`config.mk`:
```
export PLATFORM = sky130hd
export DESIGN_NAME = boot_loader_writer_flat
export DESIGN_NICKNAME = d
export VERILOG_FILES = /design/src/rtl/boot_loader_writer_if.sv /design/src/rtl/boot_loader_writer.sv /design/src/flat_wrapper.sv
export SDC_FILE = /design/constraint.sdc
export NUM_CORES = 1
export LEC_CHECK = 0
export CORE_AREA = 2 2 121 123
export CTS_BUF_LIST = sky130_fd_sc_hd__clkbuf_4 sky130_fd_sc_hd__clkbuf_8 sky130_fd_sc_hd__clkbuf_16
export DETAILED_ROUTE_END_ITERATION = 10
export DIE_AREA = 0 0 123 125
export PLACE_DENSITY = 0.66
export SLEW_MARGIN = 20
export SYNTH_ARGS = -nofsm -noshare
export SYNTH_HDL_FRONTEND = slang
export SYNTH_SLANG_ARGS = --single-unit
```
`constraint.sdc`:
```
create_clock -name clk -period 6.57 [get_ports clk]
set_input_delay 0.657 -clock clk [delete_from_list [all_inputs] [get_ports clk]]
set_output_delay 0.657 -clock clk [all_outputs]
set_load 0.02 [all_outputs]
```
`src/rtl/boot_loader_writer_if.sv`:
```
// boot_loader_writer_if: byte-stream input, RAM write port and status bundle
interface boot_loader_writer_if #(
    parameter int ADDR_W = 9
);
    logic              start;
    logic              rx_valid;
    logic [7:0]        rx_data;
    logic              rx_ready;
    logic              we;
    logic [ADDR_W-1:0] waddr;
    logic [31:0]       wdata;
    logic              busy;
    logic              done;
    logic              err;
    modport master (
        output start, rx_valid, rx_data,
        input  rx_ready, we, waddr, wdata, busy, done, err
    );
    modport slave (
        input  start, rx_valid, rx_data,
        output rx_ready, we, waddr, wdata, busy, done, err
    );
endinterface

```
`src/rtl/boot_loader_writer.sv`:
```
// boot_loader_writer: loads a length-prefixed, XOR-checked byte frame into instruction RAM as big-endian words
module boot_loader_writer #(
    parameter int          ADDR_W  = 9,
    parameter int          DATA_W  = 32,
    parameter logic [23:0] TIMEOUT = 24'd5000000
) (
    input logic                clk,
    input logic                rst_n,
    boot_loader_writer_if.slave bus
);
    typedef enum logic [1:0] {S_IDLE, S_HDR, S_DATA, S_CSUM} state_t;
    state_t              r_state, w_next;
    logic [1:0]          r_bcnt;
    logic [31:0]         r_n;
    logic [23:0]         r_shift;
    logic [7:0]          r_csum;
    logic [ADDR_W:0]     r_idx;
    logic [23:0]         r_timer;
    logic                r_we;
    logic [ADDR_W-1:0]   r_waddr;
    logic [DATA_W-1:0]   r_wdata;
    logic                r_done;
    logic                r_err;
    logic                w_busy;
    logic                w_acc;
    logic                w_last_byte;
    logic                w_timeout;
    logic                w_set_done;
    logic                w_set_err;
    logic [31:0]         w_hdr_n;
    logic [ADDR_W:0]     w_idx_inc;

    assign w_busy      = r_state != S_IDLE;
    assign w_acc       = w_busy & bus.rx_valid;
    assign w_last_byte = w_acc & (r_bcnt == 2'd3);
    assign w_timeout   = w_busy & ~bus.rx_valid & (r_timer + 24'd1 == TIMEOUT);
    assign w_hdr_n     = {r_n[23:0], bus.rx_data};
    assign w_idx_inc   = r_idx + (ADDR_W+1)'(1);

    assign bus.rx_ready = w_busy;
    assign bus.busy     = w_busy;
    assign bus.we       = r_we;
    assign bus.waddr    = r_waddr;
    assign bus.wdata    = r_wdata;
    assign bus.done     = r_done;
    assign bus.err      = r_err;

    // State register
    always_ff @(posedge clk) begin
        if (!rst_n) r_state <= S_IDLE;
        else        r_state <= w_next;
    end

    // Next state and done/err set requests; a timeout overrides any busy state
    always_comb begin
        w_next     = r_state;
        w_set_done = 1'b0;
        w_set_err  = 1'b0;
        case (r_state)
            S_IDLE: if (bus.start) w_next = S_HDR;
            S_HDR: if (w_last_byte) begin
                if (w_hdr_n == 32'd0) w_next = S_CSUM;
                else if (w_hdr_n > (32'd1 << ADDR_W)) begin
                    w_next    = S_IDLE;
                    w_set_err = 1'b1;
                end else w_next = S_DATA;
            end
            S_DATA: if (w_last_byte && 32'(w_idx_inc) == r_n) w_next = S_CSUM;
            S_CSUM: if (w_acc) begin
                w_next     = S_IDLE;
                w_set_done = bus.rx_data == r_csum;
                w_set_err  = bus.rx_data != r_csum;
            end
            default: w_next = S_IDLE;
        endcase
        if (w_timeout) begin
            w_next    = S_IDLE;
            w_set_err = 1'b1;
        end
    end

    // Byte assembly, checksum, idle timer, RAM write port and sticky status
    always_ff @(posedge clk) begin
        if (!rst_n) begin
            r_bcnt  <= '0;
            r_n     <= '0;
            r_shift <= '0;
            r_csum  <= '0;
            r_idx   <= '0;
            r_timer <= '0;
            r_we    <= 1'b0;
            r_waddr <= '0;
            r_wdata <= '0;
            r_done  <= 1'b0;
            r_err   <= 1'b0;
        end else begin
            r_we <= 1'b0;
            if (w_set_done) r_done <= 1'b1;
            if (w_set_err) r_err <= 1'b1;
            if (r_state == S_IDLE && bus.start) begin
                r_done  <= 1'b0;
                r_err   <= 1'b0;
                r_bcnt  <= '0;
                r_n     <= '0;
                r_shift <= '0;
                r_csum  <= '0;
                r_idx   <= '0;
                r_timer <= '0;
            end
            if (w_busy) r_timer <= w_acc ? 24'd0 : r_timer + 24'd1;
            if (w_acc && r_state != S_CSUM) r_bcnt <= r_bcnt + 2'd1;
            if (w_acc && r_state == S_HDR) r_n <= w_hdr_n;
            if (w_acc && r_state == S_DATA) begin
                r_shift <= {r_shift[15:0], bus.rx_data};
                r_csum  <= r_csum ^ bus.rx_data;
            end
            if (w_last_byte && r_state == S_DATA) begin
                r_we    <= 1'b1;
                r_waddr <= r_idx[ADDR_W-1:0];
                r_wdata <= {r_shift, bus.rx_data};
                r_idx   <= w_idx_inc;
            end
        end
    end
endmodule

```
`src/flat_wrapper.sv`:
```
// flat-port wrapper written by rule: the top's interface ports become plain ports
module boot_loader_writer_flat 
#(
    parameter int          ADDR_W  = 9,
    parameter int          DATA_W  = 32,
    parameter logic [23:0] TIMEOUT = 24'd5000000
)
  (clk, rst_n, bus_start, bus_rx_valid, bus_rx_data, bus_rx_ready, bus_we, bus_waddr, bus_wdata, bus_busy, bus_done, bus_err);
  boot_loader_writer_if #(.ADDR_W(ADDR_W)) bus_i ();
  input logic clk;
  input logic rst_n;
  input wire logic [$bits(bus_i.start)-1:0] bus_start;
  input wire logic [$bits(bus_i.rx_valid)-1:0] bus_rx_valid;
  input wire logic [$bits(bus_i.rx_data)-1:0] bus_rx_data;
  output wire logic [$bits(bus_i.rx_ready)-1:0] bus_rx_ready;
  output wire logic [$bits(bus_i.we)-1:0] bus_we;
  output wire logic [$bits(bus_i.waddr)-1:0] bus_waddr;
  output wire logic [$bits(bus_i.wdata)-1:0] bus_wdata;
  output wire logic [$bits(bus_i.busy)-1:0] bus_busy;
  output wire logic [$bits(bus_i.done)-1:0] bus_done;
  output wire logic [$bits(bus_i.err)-1:0] bus_err;
  assign bus_i.start = bus_start;
  assign bus_i.rx_valid = bus_rx_valid;
  assign bus_i.rx_data = bus_rx_data;
  assign bus_rx_ready = bus_i.rx_ready;
  assign bus_we = bus_i.we;
  assign bus_waddr = bus_i.waddr;
  assign bus_wdata = bus_i.wdata;
  assign bus_busy = bus_i.busy;
  assign bus_done = bus_i.done;
  assign bus_err = bus_i.err;
  boot_loader_writer #(.ADDR_W(ADDR_W), .DATA_W(DATA_W), .TIMEOUT(TIMEOUT)) u_core (.clk(clk), .rst_n(rst_n), .bus(bus_i));
endmodule
```
# Yosys cells after proc, flatten, opt, wreduce, memory -nomap -nowiden

Index checks and enable logic that the tools add are counted.

Bits in registers: 146
Input port bits: 12
Output and inout bits: 46
Logic and storage cells: 81

Add/sub/neg operators: 3
Order comparisons: 1
Equal/unequal tests: 13
Mux-type cells: 28
Bitwise logic cells: 7
Reductions and logical operators: 17

Operators by type and width:

| kind                                                   | number |
|---|---|
| 2-to-1 mux 24 bit                                      | 4 |
| 2-to-1 mux 32 bit                                      | 2 |
| equality test 10 x 32 -> 1 bit                         | 1 |
| > comparator 32 x 10 -> 1 bit (second input constant)  | 1 |
| zero test 32 bit                                       | 1 |
| adder 24 x 1 -> 24 bit (second input constant)         | 1 |
| equality test 24 x 23 -> 1 bit (second input constant) | 1 |
| 2-to-1 mux 10 bit                                      | 2 |
| 2-to-1 mux 2 bit                                       | 8 |
| 2-to-1 mux 8 bit                                       | 2 |
| nonzero test 2 bit                                     | 6 |
| adder 10 x 1 -> 10 bit (second input constant)         | 1 |
| equality test 8 bit                                    | 1 |
| 2-to-1 mux 1 bit                                       | 8 |
| inequality test 8 bit                                  | 1 |
| case mux 2 bit (4 select lines)                        | 1 |
| bitwise XOR 8 bit                                      | 1 |
| equality test 2 bit (second input constant)            | 3 |
| logical AND 1 bit                                      | 6 |
| inequality test 2 x 1 -> 1 bit (second input constant) | 3 |
| AND 1 bit                                              | 4 |
| inequality test 2 bit (second input constant)          | 2 |
| AND reduction 4 bit                                    | 1 |
| OR reduction 2 bit                                     | 2 |
| other kinds (5)                                        | 6 |

# Longest topological paths before layout

Gate-level depths: netlist of run 1.

Word-level depth: 6
Depth in mapped cells: 9
Gate-level depth less buffers: 7

# Least setup slack after synthesis of run 1

No wires, ideal clock.

Path type: register to register
Start: reg u_core.r_timer[0]
End: reg u_core.r_err (netlist: u_core.bus.err)
Setup time: 115 ps
Data arrival time: 1967 ps
Required time: 6455 ps
Path slack: 4488 ps
Cell stages (with the launch flop): 9
Cell sequence: dfxtp_1 ha_1 clkbuf_2 nand4_2 nor4_1 nor3_1 a31o_1 and4b_1 o21ba_1

Longest elaborated chain between the ends: 4

Ends and longest elaborated chain:

| element                        | RTL line                  | RTL |
|---|---|---|
| start, declared                | boot_loader_writer.sv:18  | `logic [23:0] r_timer;` |
| start signal, assigned         | boot_loader_writer.sv:110 | `if (w_busy) r_timer <= w_acc ? 24'd0 : r_timer + 24'd1;` |
| adder 24 x 1 -> 24 bit         | boot_loader_writer.sv:36  | `assign w_timeout = w_busy & ~bus.rx_valid & (r_timer + 24'd1 == TIMEOUT);` |
| equality test 24 x 23 -> 1 bit | boot_loader_writer.sv:36  |  |
| AND 1 bit                      | boot_loader_writer.sv:36  |  |
| 2-to-1 mux 1 bit               | boot_loader_writer.sv:76  | `if (w_timeout) begin` |
| end signal, assigned           | boot_loader_writer.sv:95  | `r_err <= 1'b0;` |
| end signal, assigned           | boot_loader_writer.sv:99  | `if (w_set_err) r_err <= 1'b1;` |
| end signal, assigned           | boot_loader_writer.sv:102 | `r_err <= 1'b0;` |
| end, declared                  | boot_loader_writer.sv:23  | `logic r_err;` |

Every way passes these cells.
A chain may end at the register's enable or synchronous reset.

# Worst setup path in the final report of run 1

Start: in bus_rx_valid
End: reg u_core.r_idx[9]

Longest elaborated chain between the ends: 4
Elaborated cells between the ends (all ways): 5

Ends and longest elaborated chain:

| element                                                        | RTL line                  | RTL |
|---|---|---|
| start, declared                                                | flat_wrapper.sv:13        | `input wire logic [$bits(bus_i.rx_valid)-1:0] bus_rx_valid;` |
| AND 1 bit (*)                                                  | boot_loader_writer.sv:34  | `assign w_acc = w_busy & bus.rx_valid;` |
| AND 1 bit (*)                                                  | boot_loader_writer.sv:35  | `assign w_last_byte = w_acc & (r_bcnt == 2'd3);` |
| logical AND 1 bit (*)                                          | boot_loader_writer.sv:117 | `if (w_last_byte && r_state == S_DATA) begin` |
| 2-to-1 mux 10 bit / nonzero test 2 bit (equally long branches) | -                         |  |
| end signal, assigned                                           | boot_loader_writer.sv:121 | `r_idx <= w_idx_inc;` |
| end, declared                                                  | boot_loader_writer.sv:17  | `logic [ADDR_W:0] r_idx;` |

Every way passes the cells marked *; elsewhere a longest branch is shown, timed or not.

==> impl_metrics.py, run 1 <==
metrics = {
    "routing": {
        "detail_route.wl_per_cell_um": 15.4,
        "drt_iter0_drc": 485,
        "wirelength_mm": 15.8,
        "drc_errors": 0,
        "firstDrtPassIters": 5,
        "vias_per_cell": 5.72,
        "ant_nets": 0,
        "num_vias": 5868,
    },
    "synth": {
        "synthFlopType": "dfxtp_1",
        "synth_top_cell_area_share": 0.449,
        "synth_top_cells_by_area": "dfxtp_1 (45%), a21oi_1 (7.2%), nor2_1 (6.8%), nand2_1 (6.5%), a22oi_1 (6.1%)",
        "ys_seq_elements": 146,
        "syn_avg_cell_area_um2": 8.06,
        "async_reset_ff_frac": 0,
        "synth_edf_count": 0,
        "syn_area_mm2": 0.00651,
        "synthDistinctLibCells": 65,
        "synth_nets": 823,
        "synth_cells": 808,
        "ys_warn_count": 0,
        "synth_seq_area_share": 0.449,
        "synth_top_cell_by_area": "dfxtp_1",
    },
    "layout": {
        "regArea_mm2": 0.00292,
        "utilization": 0.543,
        "final_area_mm2": 0.00771,
        "layout_common_cells": "dfxtp_1 (146), nor2_1 (116), nand2_1 (112), a21oi_1 (92), clkdlybuf4s50_1 (57)",
        "multi_input_comb_area_mm2": 0.00333,
        "area_growth_pct": 18.5,
        "fin_nets": 843,
        "fillers": 1290,
        "layout_commonest_cell": "dfxtp_1",
        "antenna_cells": 0,
        "drive_above_1_share": 0.0678,
        "stdcell_count": 1025,
    },
    "timing": {
        "relSlewSlack": 0.344,
        "whs_ns": 0.454,
        "fmax_mhz": 271,
        "slew_violations": 0,
        "hold_viol_final": 0,
        "final.setup.tns_ns": 0,
        "grt_setup_unrepaired": "false",
        "max_slew.worst_pin.slew_ns": 0.981,
        "finalSetupViolations": 0,
        "worst_slack_ns": 2.89,
        "finalCritPeriodShare": 0.561,
        "fin_skew_ns": 0.00591,
        "period_needed_ns": 3.68,
    },
    "hold_path": {
        "hold_path_class": "reg2reg",
        "hold_start": "u_core.bus.wdata[26]",
        "holdPathStages": 2,
        "holdPathEnd": "u_core.bus.wdata[26]",
    },
    "clock_network": {
        "cts_sinks": 146,
        "clkTransAtPathRegs_ns": 0.06,
        "cts_hold_buf": 0,
        "numCtsBuffers": 17,
        "cts_resized": 0,
        "cts_setup_buffers": 0,
        "clock_latency_ns": 0.42,
        "cts_tree": "done",
        "clockBufferDepth": 2,
        "clockRootBuffer": "clkbuf_16",
        "cts_max_level": 4,
    },
    "floorplan": {
        "chipWidth_um": 123,
        "coreArea_mm2": 0.0142,
        "die_h_um": 125,
        "die_area_mm2": 0.0154,
        "row_count": 44,
        "ioPinCount": 58,
        "start_util": 0.458,
    },
    "setup_path": {
        "crit_required_ns": 6.85,
        "r2r_end": "u_core.r_idx[9]",
        "crit_arrival_ns": 3.97,
        "endpoint_kind": "flip-flop",
        "path_class": "in2reg",
        "start_kind": "input pin",
        "reg2reg_depth": 6,
        "r2r_slack_ns": 3.22,
        "crit_fanout": 54,
    },
    "global_routing": {
        "grtUsageMet3": 0.0388,
        "top_usage_layer": "met2",
        "gr-total-overflow": 0,
        "grt_pass1_wl_mm": 26.5,
        "track_usage": 0.213,
        "gr-usage-met1": 0.310,
        "grt_start_max_net_pins": 71,
        "met2_usage": 0.311,
        "antenna_found_initial": 0,
        "grt_pass1_vias": 5300,
    },
    "job": {
        "maxCapViolations": 0,
    },
    "power": {
        "p_leak_nw": 2.59,
        "p_total_mw": 1.91,
        "p_per_area_mw_per_mm2": 247,
        "max-vdd-ir-drop_mv": 0.145,
    },
    "placement": {
        "place_hpwl_mm": 10.4,
        "placed_cells": 992,
        "place.port_buffers": 57,
        "gp_congestion": 0.903,
        "dpl_cell_area_mm2": 0.00712,
        "dp_slack_ns": 2.40,
    },
    "outcome": {
        "status": "finished clean",
    },
}
area by class of cell:
type | count | share of cell area
Clock inverter | 12 | 0.0144
Clock buffer | 20 | 0.0581
Sequential cell | 146 | 0.379
Timing Repair Buffer | 62 | 0.0815
Tap cell | 184 | 0.0299
Multi-Input combinational cell | 592 | 0.432
Inverter | 9 | 0.00454
worst max-delay path by stage:
stage | end | from
final | u_core.r_idx[9] | bus_rx_valid
after global routing | u_core.r_idx[9] | bus_rx_valid
after CTS | u_core.r_idx[9] | bus_rx_valid
after detailed placement | u_core.r_idx[7] | bus_rx_valid
after global placement | u_core.r_idx[7] | bus_rx_valid
after floorplan | u_core.bus.err | u_core.r_timer[0]
flip-flops by register name, summed over array words and instances, names as in the netlist, 2 cells and up, named ones only:
name / flops
u_core.bus.wdata: 32
u_core.r_n: 32
u_core.r_shift: 24
u_core.r_timer: 24
u_core.r_idx: 10
u_core.bus.waddr: 9
u_core.r_csum: 8
u_core.r_bcnt: 2
per-layer routing:
metal  part of all wire  routed length [um]  vias up
li1                   -                   -     2934
met1               0.48                7600     2757
met2               0.45                7150      153
met3              0.047                 735       24
met4              0.020                 312        0
met5                  0                   0        -
kinds of logic (layout without fill, tap and decap cells):
family / after synthesis / count (layout) / share of synthesized area
AOI/OAI and AO/OA: 225 / 225 / 0.217
xor gates and xnor gates: 25 / 25 / 0.0336
DFF: 146 / 146 / 0.449
buffers and inverters: 70 / 103 / 0.0425
adders and majority gates: 3 / 3 / 0.00577
and+or+nand+nor: 336 / 336 / 0.247
muxes: 3 / 3 / 0.00461
report_power, final:
| part | switching [mW] | internal (mW) |
|---|---|---|
| clock | 0.378 | 0.533 |
| combinational | 0.0680 | 0.0314 |
| sequential | 0.00801 | 0.889 |
| total | 0.454 | 1.45 |
critical path, stage by stage:
cell and delay (ns):
clkdlybuf4s50_1 0.78, and3b_1 0.87, nand2_2 0.78, nand2_1 0.44
o21ai_0 0.14, a22oi_1 0.22, nor2_1 0.06
cell usage after synthesis, drive strengths merged, types with 2 or more instances:
cell type / instances
a211oi: 6
a21oi: 94
a22oi: 53
a311oi: 11
a31o: 3
a31oi: 7
a41oi: 3
and2: 11
and3: 6
buf: 9
clkbuf: 52
dfxtp: 146
ha: 3
inv: 9
mux2i: 3
nand2: 113
nand2b: 4
nand3: 16
nand3b: 2
nand4: 12
nand4b: 3
nor2: 119
nor2b: 4
nor3: 12
nor3b: 3
nor4: 16
o211ai: 5
o21ai: 28
o311a: 2
o31ai: 2
o41ai: 2
or2: 2
or3: 3
or4: 3
or4b: 2
xnor2: 20
xor2: 5
No activity file was read; power rests on OpenSTA's default activity.
==> run 2: changes to the inputs <==
- PLACE_DENSITY: 0.66 -> 0.69
- clock period: 6.57 -> 3.08 ns (I/O delays scaled with it)
==> run 2 against run 1 <==
Compared with the run above: routed wire length is 3.9% higher; combinational power increased by 140%; setup slack worse by 2.2 ns; die area unchanged; sequential cell count is the same; non-clock buffer count rose by 14; sequential power rose by 110%; clock skew increased by 0.0022 ns; total power increased by 120%; final area up 1.9%; largest cell class unchanged; largest power group unchanged.
==> impl_metrics.py, run 2 (same netlist as run 1, synthesis figures left out) <==
metrics = {
    "routing": {
        "num_vias": 6019,
        "detail_route.wl_per_cell_um": 15.8,
        "wl_met2_mm": 7.83,
        "wl_met3_um": 883,
        "wirelength_met1_mm": 7.47,
        "vias_per_cell": 5.80,
        "drt_iter0_drc": 505,
        "wirelength_mm": 16.4,
        "drc_errors": 0,
        "top_layer": "met4",
        "ant_nets": 0,
        "firstDrtPassIters": 5,
    },
    "global_routing": {
        "grt_pass1_vias": 5527,
        "grt_pass1_wl_mm": 27.3,
        "grt_start_max_net_pins": 62,
        "gr-total-overflow": 0,
        "track_usage": 0.220,
        "antenna_found_initial": 0,
    },
    "setup_path": {
        "slowest_stage": "nor4_1",
        "crit_arrival_ns": 2.74,
        "r2r_end": "u_core.bus.err",
        "crit_required_ns": 3.39,
        "reg2reg_depth": 7,
        "r2r_start": "u_core.r_timer[0]",
        "slowest_delay_ns": 0.56,
        "cp_cell_sequence": "ha_1, nand4_2, nor4_1, nor3_1, a31o_1, and4b_1, o21ba_1",
        "cp_num_buf_inv": 0,
        "crit_fanout": 9,
        "path_class": "reg2reg",
        "start_kind": "flip-flop",
        "r2r_slack_ns": 0.65,
        "cp_top_family": "simple AND/OR/NAND/NOR gates",
        "endpoint_kind": "flip-flop",
    },
    "hold_path": {
        "holdPathStages": 2,
        "holdPathEnd": "u_core.bus.wdata[22]",
        "hold_path_class": "reg2reg",
        "hold_start": "u_core.bus.wdata[22]",
    },
    "timing": {
        "worst_slack_ns": 0.650,
        "max_slew.worst_pin.slew_ns": 0.678,
        "period_needed_ns": 2.43,
        "relSlewSlack": 0.546,
        "final.setup.tns_ns": 0,
        "grt_setup_unrepaired": "false",
        "slew_violations": 0,
        "finalCritPeriodShare": 0.789,
        "fmax_mhz": 412,
        "whs_ns": 0.451,
        "fin_skew_ns": 0.00814,
        "finalSetupViolations": 0,
        "hold_viol_final": 0,
    },
    "layout": {
        "stdcell_count": 1038,
        "layout_common_cells": "dfxtp_1 (146), nor2_1 (116), nand2_1 (112), a21oi_1 (92), clkdlybuf4s50_1 (57)",
        "drive_above_1_share": 0.0820,
        "layout_commonest_cell": "dfxtp_1",
        "utilization": 0.553,
        "area_growth_pct": 20.7,
        "fin_nets": 857,
        "antenna_cells": 0,
    },
    "floorplan": {
        "row_count": 44,
        "die_area_mm2": 0.0154,
        "ioPinCount": 58,
        "start_util": 0.458,
        "coreArea_mm2": 0.0142,
        "chipWidth_um": 123,
        "die_h_um": 125,
    },
    "clock_network": {
        "cts_max_level": 4,
        "clockBufferDepth": 2,
        "cts_resized": 0,
        "numCtsBuffers": 17,
        "cts_setup_buffers": 0,
        "cts_hold_buf": 0,
        "clock_latency_ns": 0.42,
        "clockRootBuffer": "clkbuf_16",
        "cts_sinks": 146,
        "clkTransAtPathRegs_ns": 0.06,
        "cts_tree": "done",
    },
    "placement": {
        "place.port_buffers": 57,
        "dp_slack_ns": 0.695,
        "place_hpwl_mm": 11.1,
        "placed_cells": 1007,
        "gp_congestion": 0.886,
    },
    "power": {
        "p_leak_nw": 2.69,
        "p_per_area_mw_per_mm2": 540,
        "max-vdd-ir-drop_mv": 0.320,
    },
    "outcome": {
        "status": "finished clean",
    },
    "job": {
        "maxCapViolations": 0,
    },
}
[run 2: changes by cell type in the layout (fill, tap and decap cells not counted), sizes merged]
cell | before | now
bufinv | 1 | 3
buf | 5 | 19
clkbuf | 20 | 19
inv | 9 | 10
clkinv | 8 | 7
clkinvlp | 3 | 1
[run 2: how the worst max path moves through the flow]
stage,startpoint,endpoint,slack (ns),depth (start not counted)
after floorplan,u_core.r_timer[0],u_core.bus.err,1.0,8
after global placement,bus_rx_data[5],u_core.bus.err,0.72,7
after detailed placement,u_core.r_timer[0],u_core.bus.err,0.70,7
after CTS,flip-flop,bus_busy,0.68,3
after global routing,u_core.r_timer[0],u_core.r_state[0],0.39,7
final,u_core.r_timer[0],u_core.bus.err,0.65,7
[run 2: tightest hold or removal path: cells and delay by family (launching register included)]
family / cells / cell delay (ns)
AO/OA/AOI/OAI: 1 / 0.05
AND/OR/NAND/NOR: 1 / 0.05
flip-flops: 1 / 0.31
[run 2: through the flow]
step / area, um^2 / power (mW)
6_report: 7860 / 4.24
5_1_grt: 7860 / 4.38
4_1_cts: 7860 / 4.27
3_5_place_dp: 7260 / 2.18
3_3_place_gp: 7260 / 2.18
2_1_floorplan: 6510 / 2.10
[run 2: cell type report]
| cell class | instances | area (um^2) |
|---|---|---|
| fill | 1332 | 6340 |
| multi-input combinational | 592 | 3330 |
| sequential | 146 | 2920 |
| timing repair buffer | 76 | 738 |
| clock buffer | 19 | 447 |
| tap | 184 | 230 |
| clock inverter | 12 | 156 |
| inverter | 9 | 35.0 |
[run 2: routing by layer]
| metal | track usage | vias up |
|---|---|---|
| met1 | 0.309 | 2890 |
| met2 | 0.339 | 165 |
| met4 | 0.0762 | 0 |
| met3 | 0.0383 | 23 |
| li1 | - | 2941 |
| met5 | 0 | - |
[run 2: report_power, final]
group	switching [mW]	total [mW]	internal, mW
Clock	0.797	2.10	1.30
Sequential	0.0119	1.91	1.90
Combinational	0.155	0.235	0.0799
